==> config.mk <==
export PLATFORM = sky130hd
export DESIGN_NAME = garegga_snd_cmd_tx
export DESIGN_NICKNAME = d
export VERILOG_FILES = /design/src/rtl/garegga_snd_cmd_tx.sv
export SDC_FILE = /design/constraint.sdc
export NUM_CORES = 1
export LEC_CHECK = 0
export ABC_AREA = 1
export CAP_MARGIN = 20
export CORE_MARGIN = 2
export CORE_UTILIZATION = 55
export CTS_CLUSTER_DIAMETER = 100
export DETAILED_ROUTE_END_ITERATION = 8
export GPL_TIMING_DRIVEN = 0
export HOLD_SLACK_MARGIN = 0.08
export PLACE_DENSITY = 0.85
export SYNTH_ARGS = -nofsm -noshare
export SYNTH_HDL_FRONTEND = slang
export SYNTH_SLANG_ARGS = --single-unit
==> constraint.sdc <==
create_clock -name CLK96 -period 2.5 [get_ports CLK96]
set_input_delay 0.375 -clock CLK96 [delete_from_list [all_inputs] [get_ports CLK96]]
set_output_delay 0.375 -clock CLK96 [all_outputs]
set_load 0.005 [all_outputs]
==> src/rtl/garegga_snd_cmd_tx.sv <==
// garegga_snd_cmd_tx: 68k-side sound command transmitter.
// Queues 68k command bytes in a small FIFO and hands them one at a time to
// the Z80: each byte is presented on SOUNDLATCH with an INT_HOLD-cycle
// Z80INT pulse, and BUSY stays high until the Z80 acknowledges (0xE00C write).
//
// Handshake: a command is "in flight" from the pop cycle's next edge until
// the Z80_ACK pulse is seen (during PULSE it is remembered, in WAIT_ACK it
// ends the command on the next edge); Z80_ACK in IDLE has no effect.
//
// Optional feature macro: GAREGGA_SND_CMD_TIMEOUT_EN -- when defined, a
// 16-bit counter abandons a byte whose ack has not arrived within TIMEOUT
// cycles of entering WAIT_ACK and sets the sticky TIMED_OUT flag.
module garegga_snd_cmd_tx #(
  parameter int          DEPTH_LOG2 = 2,
  parameter int          INT_HOLD   = 8,
  parameter logic [15:0] TIMEOUT    = 16'hFFFF
) (
  input  logic       CLK96,
  input  logic       RESET96,
  input  logic       M68K_WR,
  input  logic [7:0] M68K_DIN,
  input  logic       FLAG_CLR,
  input  logic       Z80_ACK,
  output logic [7:0] SOUNDLATCH,
  output logic       Z80INT,
  output logic       BUSY,
  output logic       FIFO_FULL,
  output logic       FIFO_EMPTY,
  output logic       OVERFLOW,
  output logic       TIMED_OUT
);

  localparam int DEPTH = 1 << DEPTH_LOG2;
  localparam int HW    = $clog2(INT_HOLD + 1);
  localparam logic [DEPTH_LOG2:0] DEPTH_C = (DEPTH_LOG2 + 1)'(DEPTH);
  localparam logic [DEPTH_LOG2:0] ONE_C   = (DEPTH_LOG2 + 1)'(1);
  localparam logic [HW-1:0]       HOLD_LAST = HW'(INT_HOLD - 1);

  typedef enum logic [1:0] {
    S_IDLE     = 2'd0,
    S_PULSE    = 2'd1,
    S_WAIT_ACK = 2'd2
  } state_t;

  state_t                state, state_nxt;
  logic [7:0]            mem [DEPTH];
  logic [DEPTH_LOG2-1:0] rd_ptr, wr_ptr;
  logic [DEPTH_LOG2:0]   count, count_nxt;
  logic                  push_ok, push_drop, pop;
  logic [HW-1:0]         hold_cnt;
  logic                  hold_done;
  logic                  ack_seen;

  // Full is judged on the current count, so a write while full is dropped
  // even if a pop happens in the same cycle.
  assign push_ok   = M68K_WR && (count != DEPTH_C);
  assign push_drop = M68K_WR && (count == DEPTH_C);
  assign hold_done = (hold_cnt == HOLD_LAST);

  // Z80INT and BUSY decode straight from the state register so an async
  // reset drops them immediately.
  assign Z80INT = (state == S_PULSE);
  assign BUSY   = (state != S_IDLE);

`ifdef GAREGGA_SND_CMD_TIMEOUT_EN
  logic [15:0] to_cnt;
  logic        timeout_hit;
`endif

  // Next-state logic: pop in IDLE, time the pulse, wait for the ack.
  always_comb begin
    state_nxt = state;
    pop       = 1'b0;
`ifdef GAREGGA_SND_CMD_TIMEOUT_EN
    timeout_hit = 1'b0;
`endif
    case (state)
      S_IDLE: begin
        if (count != '0) begin
          pop       = 1'b1;
          state_nxt = S_PULSE;
        end
      end
      S_PULSE: begin
        if (hold_done) begin
          state_nxt = (ack_seen || Z80_ACK) ? S_IDLE : S_WAIT_ACK;
        end
      end
      S_WAIT_ACK: begin
        if (Z80_ACK) begin
          state_nxt = S_IDLE;
        end
`ifdef GAREGGA_SND_CMD_TIMEOUT_EN
        else if (to_cnt == TIMEOUT - 16'd1) begin
          timeout_hit = 1'b1;
          state_nxt   = S_IDLE;
        end
`endif
      end
      default: state_nxt = S_IDLE;
    endcase
  end

  // FIFO occupancy after this cycle's push/pop.
  always_comb begin
    count_nxt = count;
    case ({push_ok, pop})
      2'b10:   count_nxt = count + ONE_C;
      2'b01:   count_nxt = count - ONE_C;
      default: count_nxt = count;
    endcase
  end

  // State register.
  always_ff @(posedge CLK96 or posedge RESET96) begin
    if (RESET96) state <= S_IDLE;
    else         state <= state_nxt;
  end

  // FIFO storage; contents need no reset because count gates every read.
  always_ff @(posedge CLK96) begin
    if (push_ok) mem[wr_ptr] <= M68K_DIN;
  end

  // FIFO pointers, count and registered full/empty flags.
  always_ff @(posedge CLK96 or posedge RESET96) begin
    if (RESET96) begin
      rd_ptr     <= '0;
      wr_ptr     <= '0;
      count      <= '0;
      FIFO_FULL  <= 1'b0;
      FIFO_EMPTY <= 1'b1;
    end else begin
      if (push_ok) wr_ptr <= wr_ptr + 1'b1;
      if (pop)     rd_ptr <= rd_ptr + 1'b1;
      count      <= count_nxt;
      FIFO_FULL  <= (count_nxt == DEPTH_C);
      FIFO_EMPTY <= (count_nxt == '0);
    end
  end

  // Latch the popped byte; it stays put until the next pop.
  always_ff @(posedge CLK96 or posedge RESET96) begin
    if (RESET96)  SOUNDLATCH <= 8'h00;
    else if (pop) SOUNDLATCH <= mem[rd_ptr];
  end

  // Pulse-width counter and early-ack memory, both restarted on each pop.
  always_ff @(posedge CLK96 or posedge RESET96) begin
    if (RESET96) begin
      hold_cnt <= '0;
      ack_seen <= 1'b0;
    end else if (pop) begin
      hold_cnt <= '0;
      ack_seen <= 1'b0;
    end else if (state == S_PULSE) begin
      if (!hold_done) hold_cnt <= hold_cnt + 1'b1;
      if (Z80_ACK)    ack_seen <= 1'b1;
    end
  end

  // Sticky overflow: a new drop in the same cycle as FLAG_CLR wins.
  always_ff @(posedge CLK96 or posedge RESET96) begin
    if (RESET96)        OVERFLOW <= 1'b0;
    else if (push_drop) OVERFLOW <= 1'b1;
    else if (FLAG_CLR)  OVERFLOW <= 1'b0;
  end

`ifdef GAREGGA_SND_CMD_TIMEOUT_EN
  // Ack timeout counter: zero on WAIT_ACK entry, counts while waiting.
  always_ff @(posedge CLK96 or posedge RESET96) begin
    if (RESET96)                 to_cnt <= 16'd0;
    else if (state == S_WAIT_ACK) to_cnt <= to_cnt + 16'd1;
    else                         to_cnt <= 16'd0;
  end

  // Sticky timeout flag: a new timeout in the same cycle as FLAG_CLR wins.
  always_ff @(posedge CLK96 or posedge RESET96) begin
    if (RESET96)          TIMED_OUT <= 1'b0;
    else if (timeout_hit) TIMED_OUT <= 1'b1;
    else if (FLAG_CLR)    TIMED_OUT <= 1'b0;
  end
`else
  logic unused_timeout;
  assign unused_timeout = ^TIMEOUT;
  assign TIMED_OUT      = 1'b0;
`endif

endmodule

After elaboration in Yosys (flattened, before gate mapping)
Memory sizes are Yosys's and may differ from the RTL's. A register that Yosys moved wholly into a read port is not among the register bits.
Index checks and enable logic that the tools add are counted.

cells by class
  reduce and logical (&&, ||, !) cells = 13
  eq/ne operators = 12
  multiplexer cells = 18
  $add $sub $neg = 5

operators with widths
  operator                                               count
  two-way mux 4 bit                                      3
  two-way mux 1 bit                                      9
  two-way mux 2 bit                                      4
  nonzero test 2 bit                                     4
  == test 3 bit, second input constant                   2
  inequality test 2 bit, second input constant           3
  one-hot mux 2 bit (3 select lines)                     1
  one-hot mux 3 bit (2 select lines)                     1
  adder 2 x 1 -> 2 bit, second input constant            2
  adder 4 x 1 -> 4 bit, second input constant            1
  == test 2 x 1 -> 1 bit, second input constant          2
  == test 2 bit, second input constant                   2
  == test 4 x 3 -> 1 bit, second input constant          1
  AND reduction 2 bit                                    2
  adder 3 x 1 -> 3 bit, second input constant            1
  zero test 3 bit                                        1
  inequality test 3 bit, second input constant           1
  AND reduction 3 bit                                    1
  nonzero test 3 bit                                     1
  subtractor 3 x 1 -> 3 bit, second input constant       1
  logical AND 1 bit                                      2
  zero test 2 bit                                        1
  inequality test 2 x 1 -> 1 bit, second input constant  1
  logical OR 1 bit                                       1

storage, ports and cells
  word-level logic and storage cells = 58
  memory bits (writable) = 32
  bits of input ports = 13
  memories = 1
  output and inout port bits = 14
  bits in registers = 17

memory list
  name  depth  bits a word  rd ports  clocked after memory_dff  wr ports  line  RTL
  mem   4      8            1         1                         1         46    logic [7:0] mem [DEPTH];

Depth between registers and ports, before layout
  word-level depth = 6
  depth in mapped cells = 12
  gate-level depth less buffers = 12

Worst setup path before layout
No wires, ideal clock.

  kind = register to register
  start point = register state[0]
  end point = register FIFO_FULL
  required time = 2422 ps
  data arrival time = 1822 ps
  path buffers = 0
  library setup time = 78 ps
  slack = 600 ps
  cell stages (with the launch flop) = 11
  clock period less this slack = 1900 ps
  cells stage by stage = dfrtp_1 > inv_1 > nand2_2 > a21oi_4 > ha_1 > inv_1 > fa_1 > nand2_1 > o21ai_0 > nand3_1 > a21oi_1

on the way
  longest elaborated chain between the ends = 5
  elaborated cells between the ends (all ways) = 6
  those cells by class = 3 x eq/ne; 2 x mux; 1 x reduce/logical

ends and longest elaborated chain
  what                                                     line  RTL
  from (decl)                                              45    state_t state, state_nxt;
  from (signal assigned)                                   117   else state <= state_nxt;
  zero test 2 bit *                                        77    case (state)
  two-way mux 1 bit *                                      77
  == test 2 x 1 -> 1 bit or == test 2 bit (tied branches)  107   case ({push_ok, pop})
  one-hot mux 3 bit (2 select lines) *                     107
  == test 3 bit *                                          137   FIFO_FULL <= (count_nxt == DEPTH_C);
  to (signal assigned)                                     137
  to (decl)                                                27    output logic FIFO_FULL,

Every way passes the cells marked *; elsewhere a longest branch is shown, timed or not.
A chain may end at the register's enable or synchronous reset.

Final worst setup path
  start point = register count[0]
  end point = register FIFO_FULL

on the way
  longest elaborated chain between the ends = 6
  elaborated cells between the ends (all ways) = 11
  those cells by class = 2 x add/sub; 4 x eq/ne; 3 x mux; 2 x reduce/logical

ends and longest elaborated chain
  what                                                     line  RTL
  from (decl)                                              48    logic [DEPTH_LOG2:0] count, count_nxt;
  from (signal assigned)                                   136   count <= count_nxt;
  nonzero test 3 bit                                       79    if (count != '0) begin
  two-way mux 1 bit                                        79
  two-way mux 1 bit                                        77
  == test 2 x 1 -> 1 bit or == test 2 bit (tied branches)  107
  one-hot mux 3 bit (2 select lines) *                     107
  == test 3 bit *                                          137

Marks and branches as above.

==> results.ini <==
[timing]
setup_viol=0
final.setup_skew_ns=0.00595
worstMarginPinSlew_ns=0.829
relSlewSlack_pct=44.5
fmax_mhz=441
fin_crit_ns=2.27
post-route-period-util_pct=90.6
rsz0062_at_grt=false
finalHoldViolCount=0
slew_viol_final=0
fin_ws_ns=0.235
finalSetupTns_ns=0

[synthesis]
synth_xor_area_share_pct=0.702
synth_top_family_by_area=simple AND/OR/NAND/NOR gates
synth-simple-area-share_pct=19.6
ys_warn_count=0
synth_fa_ha_area_share_pct=3.81
seq_area_frac_synth_pct=63.7
syn_area_per_cell_um2=10.3
syn_nets=261
synthMuxAreaShare_pct=0
synth_cells=241
ys_types=26
synth_compound_area_share_pct=5.87
syn-cell-area_mm2=0.00249
ys_seq_elements=57

[flow_run]
drv_cap=0

[critical_path]
path_class=reg -> reg
r2r_end=FIFO_FULL
crit_path_start_kind=flop
crit_fanout=8
critPathCaptureType=flop
worstPathArrival_ns=2.52
rr_worst_depth=10
worstPathRequired_ns=2.75
r2r_setup_slack_ns=0.23
r2r-start=count[0]

[place]
place_congestion=0.845
post-place-ws_ns=0.257
hpwlAfterDp_um=2950
portBuffers=25

[clocking]
cts_tree=built
numCtsBuffers=9
htreeDepth=3
root_buffer=clkbuf_8
ctsResizeCount=0
clkTransAtPathRegs_ns=0.06
clk_path_buf_depth=2
clock_latency_ns=0.35
cts_num_sinks=57

[drt]
postRouteAntennaNets=0
totalWireLength_um=4660
post-route-drc-count=0
dr.pass1.iters=4
drt_iter0_markers=188
detailroute.via_count=1700
post_drt_wl_per_cell_um=13.9
vias_per_cell=5.06

[power]
clock_power_share_pct=22.0
p_switching_uw=1410
internal_power_uw=2350
power_frac_comb_pct=39.2
vdd_drop_max_mv=0.620
powerDensity_mw_per_mm2=1240
p_sw_share_pct=37.5
seq_power_share_pct=38.7
leakagePower_uw=0.00134

[cells_and_area]
fin_nets=299
area_growth_pct=21.5
num_antenna_cells=0
drive_gt1_share_pct=12.7

[floorplanning]
initial_core_util_pct=57.3
pin_count=27
fp.dieArea_mm2=0.00509
coreArea_mm2=0.00435
row_count=24
die_x_um=71.3
die_h_um=71.3

[grt]
grt_pass1_vias=1574
grt_util_all_layers_pct=20.3
grt_max_degree=26
grt-ovfl-total=0
grt_pass1_wl_um=7530
antenna_found_initial=0

[status]
status=completed

[hold_path]
min_path_type=in -> async

-- critical path, cell delays in order (launching register included) --
cell and delay [ns]:
dfrtp_1 0.42, nor2_4 0.21, nand2_1 0.13, nand2_4 0.13, ha_1 0.18, inv_1 0.07, fa_1 0.49, nand2_1 0.05
o21ai_0 0.12, nand3_1 0.17, a21oi_1 0.20
-- what timing repair did --
action                                  in CTS  in global routing
hold buffers                                 0                  0
buffers inserted                             0                  1
endpoints found under the setup margin       0                  1
endpoints found under the hold margin        0                  0
-- placed cells by master (no fill, tap or decap), types with 3 or more instances in the layout --
master and n:
nand2_1 77, nand2_2 3, edfxtp_1 32, inv_2 3, nand2_4 3, o21ai_1 10
o21ai_0 14, nor2_1 23, clkdlybuf4s50_1 25, buf_4 3, dfrtp_1 24, nand3_1 5
clkbuf_8 9, nand4_1 3, ha_1 6, inv_1 21
-- how the worst max path moves through the flow --
stage / depth (start not counted) / start / end / slack [ns]
2_1_floorplan: 10 / state[0] / FIFO_FULL / 0.60
3_3_place_gp: 9 / M68K_WR / FIFO_FULL / 0.30
4_1_cts: 10 / state[1] / FIFO_FULL / 0.30
5_1_grt: 10 / count[0] / FIFO_FULL / 0.07
3_5_place_dp: 9 / M68K_WR / FIFO_FULL / 0.26
6_report: 10 / count[0] / FIFO_FULL / 0.23
-- stage by stage --
step	power (uW)	hold slack [ns]	utilization (%)	area, um^2	instances
after global placement	2840	0.464	64.5	2810	318
after detailed placement	2900	0.466	64.5	2810	318
after CTS	3730	0.483	68.8	3000	334
after global routing	4030	0.243	69.6	3030	336
final	3760	0.215	69.6	3030	336
after floorplan	2430	0.402	-	2490	241
-- cells by family after synthesis --
family / count (synthesis)
AO/OA/AOI/OAI: 27
flip-flops: 57
other: 1
buffers and inverters: 31
AND/OR/NAND/NOR: 116
XOR/XNOR: 2
adder cells (fa/ha/maj): 7
-- registers in the layout, summed over array words and instances, names as in the netlist --
register	count
mem	32
ack_seen	1
hold_cnt	4
FIFO_EMPTY	1
wr_ptr	2
FIFO_FULL	1
state	2
SOUNDLATCH	8
rd_ptr	2
count	3
OVERFLOW	1
-- area by class of cell --
cell class	instances	area [um^2]
multi-input combinational	153	752
inverter	25	96.3
clock buffer	10	128
timing repair buffer	27	285
sequential	57	1590
fill	313	1320
tap	52	65.1
buffer	6	57.6
clock inverter	6	58.8
-- cell usage after synthesis (all sizes together) --
| library cell | n | area, um^2 |
|---|---|---|
| dfstp | 1 | 26.3 |
| buf | 6 | 57.5 |
| nand3 | 5 | 25.0 |
| nand4 | 3 | 18.8 |
| xor2 | 2 | 17.5 |
| conb | 1 | 3.75 |
| edfxtp | 32 | 961 |
| nand2 | 83 | 342 |
| inv | 25 | 96.4 |
| dfrtp | 24 | 601 |
| o21ai | 24 | 120 |
| ha | 6 | 75.1 |
| fa | 1 | 20.0 |
| a21oi | 3 | 26.3 |
| nor2 | 25 | 104 |
-- layer usage --
layer	part of all wire [%]	track usage, %	vias up
met5	0	0	-
met4	2.5	10.7	0
met3	5.1	6.75	11
met2	48	30.3	40
met1	44	26.4	793
li1	-	-	856
-- power by group through the flow --
stage	registers (uW)	logic [uW]	clock network, uW
finish	1460	1470	827
global route	1480	1680	873
CTS	1450	1450	833
detailed placement	1470	1430	0
global placement	1460	1380	0
floorplan	1450	983	0
Power figures use the tool's default switching activity.
